[config.mk]
export PLATFORM = sky130hd
export DESIGN_NAME = pipe_hazard_ctrl
export DESIGN_NICKNAME = d
export VERILOG_FILES = /design/src/rtl/pipe_hazard_ctrl.sv
export SDC_FILE = /design/constraint.sdc
export NUM_CORES = 1
export LEC_CHECK = 0
export ABC_AREA = 1
export BUFFER_PORTS_ARGS = -buffer_cell sky130_fd_sc_hd__buf_4
export CELL_PAD_IN_SITES_DETAIL_PLACEMENT = 1
export CELL_PAD_IN_SITES_GLOBAL_PLACEMENT = 1
export CORE_MARGIN = 4
export CORE_UTILIZATION = 29
export DETAILED_ROUTE_END_ITERATION = 12
export HOLD_SLACK_MARGIN = 0.12
export PLACE_DENSITY_LB_ADDON = 0.3
export SYNTH_ARGS = -nofsm -noshare
export SYNTH_HDL_FRONTEND = slang
export SYNTH_SLANG_ARGS = --single-unit
export TNS_END_PERCENT = 50
[constraint.sdc]
create_clock -name clk -period 4.9 [get_ports clk]
set_clock_uncertainty 0.15 [all_clocks]
set_input_delay 0.98 -clock clk [delete_from_list [all_inputs] [get_ports clk]]
set_output_delay 0.98 -clock clk [all_outputs]
set_load 0.01 [all_outputs]
[src/rtl/pipe_hazard_ctrl.sv]
// pipe_hazard_ctrl
// Stall/flush controller for the 5-stage pipeline. Detects RAW hazards by
// comparing ID-stage sources (and the cycle each one is needed) against the
// EX/MEM destinations (and the cycle each result becomes available). Tracks
// the multi-cycle mult/div unit with a small IDLE/BUSY FSM, so that MD-class
// instructions wait until the unit is free.
// Optional feature: define STALL_CNT_EN to build a saturating 32-bit
// stall-cycle counter; otherwise stall_cnt is a constant zero.
// MULT_LAT and DIV_LAT must be non-zero, and 2**CNT_W must exceed both.

module pipe_hazard_ctrl #(
  parameter int MULT_LAT = 5,
  parameter int DIV_LAT  = 10,
  parameter int CNT_W    = 4
) (
  input  logic        clk,
  input  logic        reset,
  input  logic [4:0]  id_rs,
  input  logic [4:0]  id_rt,
  input  logic [1:0]  id_tuse_rs,
  input  logic [1:0]  id_tuse_rt,
  input  logic        id_is_md,
  input  logic [4:0]  ex_regaddr,
  input  logic [1:0]  ex_tnew,
  input  logic [4:0]  mem_regaddr,
  input  logic [1:0]  mem_tnew,
  input  logic        ex_md_start,
  input  logic        ex_md_div,
  output logic        stall,
  output logic        pc_en,
  output logic        ifid_en,
  output logic        idex_flush,
  output logic        md_busy,
  output logic        md_done,
  output logic [31:0] stall_cnt
);

  typedef enum logic {
    IDLE = 1'b0,
    BUSY = 1'b1
  } md_state_t;

  md_state_t        state;
  logic [CNT_W-1:0] cnt;
  logic             md_last;

  logic stall_rs;
  logic stall_rt;
  logic md_busy_raw;
  logic stall_raw;

  // A source stalls when a producer in EX or MEM will not have its result
  // ready by the time this instruction needs it; $0 is hardwired and never waits.
  always_comb begin
    stall_rs = (id_rs != 5'd0) &&
               (((id_rs == ex_regaddr)  && (id_tuse_rs < ex_tnew)) ||
                ((id_rs == mem_regaddr) && (id_tuse_rs < mem_tnew)));
    stall_rt = (id_rt != 5'd0) &&
               (((id_rt == ex_regaddr)  && (id_tuse_rt < ex_tnew)) ||
                ((id_rt == mem_regaddr) && (id_tuse_rt < mem_tnew)));
  end

  // MD unit tracker: load the latency on a start from IDLE, count down in BUSY.
  // md_last is precomputed one edge early so md_done comes straight from a flop.
  // A start seen while BUSY is deliberately ignored (no reload).
  always_ff @(posedge clk) begin
    if (!reset) begin
      state   <= IDLE;
      cnt     <= '0;
      md_last <= 1'b0;
    end else begin
      case (state)
        IDLE: begin
          if (ex_md_start) begin
            state <= BUSY;
            if (ex_md_div) begin
              cnt     <= CNT_W'(DIV_LAT);
              md_last <= (DIV_LAT == 1);
            end else begin
              cnt     <= CNT_W'(MULT_LAT);
              md_last <= (MULT_LAT == 1);
            end
          end
        end
        BUSY: begin
          cnt <= cnt - CNT_W'(1);
          if (cnt == CNT_W'(1)) begin
            state   <= IDLE;
            md_last <= 1'b0;
          end else begin
            md_last <= (cnt == CNT_W'(2));
          end
        end
        default: begin
          state   <= IDLE;
          cnt     <= '0;
          md_last <= 1'b0;
        end
      endcase
    end
  end

  // Combine hazard sources; every output is held at its idle value while
  // reset is low, regardless of what the pipeline is presenting.
  always_comb begin
    md_busy_raw = (state == BUSY) || ex_md_start;
    stall_raw   = stall_rs || stall_rt || (id_is_md && md_busy_raw);
    stall       = reset && stall_raw;
    pc_en       = !stall;
    ifid_en     = !stall;
    idex_flush  = stall;
    md_busy     = reset && md_busy_raw;
    md_done     = reset && md_last;
  end

`ifdef STALL_CNT_EN
  logic [31:0] stall_cnt_q;

  // Performance counter of stalled cycles, saturating instead of wrapping.
  always_ff @(posedge clk) begin
    if (!reset) begin
      stall_cnt_q <= 32'd0;
    end else if (stall && (stall_cnt_q != 32'hFFFF_FFFF)) begin
      stall_cnt_q <= stall_cnt_q + 32'd1;
    end
  end

  assign stall_cnt = stall_cnt_q;
`else
  assign stall_cnt = 32'd0;
`endif

endmodule
==> metrics.csv <==
stage,metric,value,unit
sta,fin. max-slew vios,0,
critical_path,Crit Path Class,in -> out,
clocking,Num CTS Buffers,3,
critical_path,critical-path cell list,buf_4 -> ha_1 -> a21boi_0 -> nor3_2 -> nand2_1 -> nand2_1 -> nand2_1 -> nand3_2 -> nand2_2 -> inv_2 -> buf_4,
critical_path,worst-path fanout max,3,
global_routing,global route total overflow,0,
critical_path,reg-to-reg endpoint,cnt[1]$_SDFFE_PN0N_,
floorplanning,I/O Pins,71,
status,outcome,completed,
routing,drt total wl,2800,um
cells_and_area,# fillers,528,
critical_path,worst path arrival time,2.18,ns
place,placed cell area,1320,sq um
pwr,PwrDens,175,nW/um^2
clocking,later-pin clock latency in the skew report,0.22,ns
clocking,"Setup Fix Bufs, Post-CTS",0,
logic_synthesis,syn avg cell area,5.90,sq um
routing,Post-route DRC,0,
worst_hold_path,Worst Hold Path Cells,2,
global_routing,first-pass GRT wire length,4830,um
global_routing,pin count of the biggest net entering global routing,8,
flow_run,MaxCap Viol Count,0,
clocking,register clock-pin slew on the reported worst setup and hold paths,0.04,ns
sta,final worst path period need,3.31,ns
logic_synthesis,distinct cell type count after synthesis,27,
routing,initial detailed-routing violation count,44,
critical_path,"slowest stage delay, CP",0.26,ns
routing,per-cell routed wire length,10.2,um
critical_path,startpoint types,input pin,
floorplanning,Die Y,70,um
critical_path,R2R Setup Slk,3.61,ns
cells_and_area,Final Cell Area,1360,sq um
pwr,LEAKAGE,0.000822,uW
sta,Final period util,67.6,%
pwr,Peak VDD IR,0.0637,mV
sta,final setup TNS,0,ns
clocking,Num Clock Sinks,6,
cells_and_area,area grow syn2layout,22.2,%
sta,f_max,302,MHz
routing,vias per cell,4.02,
floorplanning,Die X,70,um
sta,RSZ-0062 raised after global routing,no,
routing,drt pass-1 iters,4,
clocking,CTS tree,yes,
worst_hold_path,Worst Hold Launch,md_last$_SDFFE_PN0N_,
critical_path,worst-case reg-to-reg path depth,5,
floorplanning,starting density of the core,30.2,%
routing,Final ANT Viol Nets,0,
sta,final hold vios,0,
global_routing,number of global-route vias before repair,1137,
critical_path,critical path's slowest cell,ha_1,
pwr,Pwr Total,238,uW
place,dpl hpwl,2510,um
cells_and_area,nets@finish,269,
cells_and_area,share of cells above drive strength 1,24.2,%
routing,Vias,1105,
logic_synthesis,synth warn,0,
clocking,Max Root-Sink Buffers,2,
floorplanning,die area,4900,sq um
logic_synthesis,Mapped Area,1110,sq um
clocking,CTS H-tree lvls,1,
logic_synthesis,sequential share of the synthesized area,10.8,%
place,Port-buffer cells,38,
floorplanning,CORE AREA,3690,sq um
worst_hold_path,hold worst-path end,md_last$_SDFFE_PN0N_,
global_routing,initial antenna violation count,0,
critical_path,Worst Path Required,3.77,ns
place,GP Congestion,0.843,
clocking,Post-CTS Hold Buffers,0,
logic_synthesis,#FFs+latches synth,6,
worst_hold_path,min-delay worst type,reg -> reg,
critical_path,crit end category,output port,
critical_path,Worst R2R Start,cnt[0]$_SDFFE_PN0N_,
floorplanning,row count,22,
cells_and_area,final core utilization,36.9,%
clocking,CTS root buf,clkbuf_8,
cells_and_area,ANT cells,0,
clocking,post-CTS resize count,0,
sta,Setup-failing EPs final,0,
global_routing,GRT Overall Usage,11.7,%
logic_synthesis,Cells after Synth,189,
critical_path,"most used cell, CP",nand2_1,
sta,final hold slack,0.332,ns
==> layout make-up <==
class | count | area (sq um) | share of cell area (%)
multi-input cells | 144 | 721 | 52.9
well taps | 48 | 60.1 | 4.41
flip-flops and latches | 6 | 120 | 8.82
inverters | 36 | 135 | 9.92
clock buffers | 3 | 41.3 | 3.03
repair buffers | 38 | 285 | 20.9
==> per-layer routing <==
layer | vias up | part of all wire, % | GRT usage (%)
met2 | 43 | 46 | 19.6
li1 | 583 | - | -
met5 | - | 0 | 0
met1 | 477 | 45 | 15.6
met4 | 0 | 0.57 | 2.55
met3 | 2 | 7.8 | 1.87
==> power breakdown <==
group          switching, uW  internal [uW]  leakage [uW]
Clock                   22.3           52.9     0.0000216
Combinational           60.6           44.6      0.000751
Sequential              4.52           53.5     0.0000498
Total                   87.5            151      0.000822
==> sequential cells by signal, summed over array words and instances, names as in the netlist <==
register  flops
state         1
md_last       1
cnt           4
==> how the worst max path moves through the flow <==
stage	from	end	slack [ns]	cells after the start
floorplan	mem_tnew[1]	stall	1.75	11
global placement	id_tuse_rt[1]	idex_flush	1.63	11
detailed placement	id_tuse_rt[1]	stall	1.59	11
CTS	id_tuse_rt[1]	stall	1.59	11
global route	mem_tnew[1]	idex_flush	1.45	12
finish	id_tuse_rt[1]	stall	1.59	11
==> critical path: cells and delay by family <==
kind,cells,cell delay [ns]
buffers and inverters,3,0.29
adder cells (fa/ha/maj),1,0.26
AND/OR/NAND/NOR,6,0.41
AO/OA/AOI/OAI,1,0.24
==> layout by cell type, fill, tap and decap left out, types with 2 or more instances in the layout <==
| master | netlist | layout |
|---|---|---|
| a21boi_0 | 2 | 2 |
| a21oi_1 | 5 | 5 |
| buf_4 | 34 | 38 |
| clkbuf_8 | 0 | 3 |
| clkinv_1 | 2 | 2 |
| conb_1 | 1 | 32 |
| dfxtp_1 | 6 | 6 |
| ha_1 | 7 | 7 |
| inv_1 | 28 | 28 |
| inv_2 | 6 | 6 |
| nand2_1 | 50 | 50 |
| nand2_2 | 2 | 2 |
| nand3_1 | 5 | 5 |
| nand3_2 | 3 | 3 |
| nor2_1 | 15 | 15 |
| nor3_1 | 2 | 2 |
| o21ai_0 | 5 | 5 |
| o21ai_1 | 2 | 2 |
| xnor2_1 | 3 | 3 |
| xor2_1 | 3 | 3 |
==> cells in the mapped netlist <==
cell type	count	share of area (%)
nand2_1	50	17
buf_4	34	23
inv_1	28	9.4
nor2_1	15	5.1
ha_1	7	7.9
dfxtp_1	6	11
inv_2	6	2.0
a21oi_1	5	2.2
nand3_1	5	2.2
o21ai_0	5	2.2
nand3_2	3	2.7
xnor2_1	3	2.4
xor2_1	3	2.4
a21boi_0	2	1.3
clkinv_1	2	0.67
nand2_2	2	1.1
nor3_1	2	0.90
o21ai_1	2	0.90
a211oi_1	1	0.67
a221oi_1	1	0.79
conb_1	1	0.34
nand4_1	1	0.56
nor2_2	1	0.56
nor2_4	1	1.0
nor3_2	1	0.90
o21bai_1	1	0.67
o22ai_1	1	0.56
==> stage by stage <==
step                      setup WS, ns  std cells
after floorplan                   1.75        220
after global placement            1.63        272
after detailed placement          1.59        272
after CTS                         1.59        275
after global routing              1.45        275
final                             1.59        275
==> cell families after synthesis <==
kind of cell    share of synthesized area, %
compound gates                          9.43
xor+xnor                                4.71
fa+ha+maj                               7.86
buf+inv                                 35.0
flops                                   10.8
other cells                            0.336
simple gates                            31.9
Note: power is estimated with default switching activity, not from simulation.
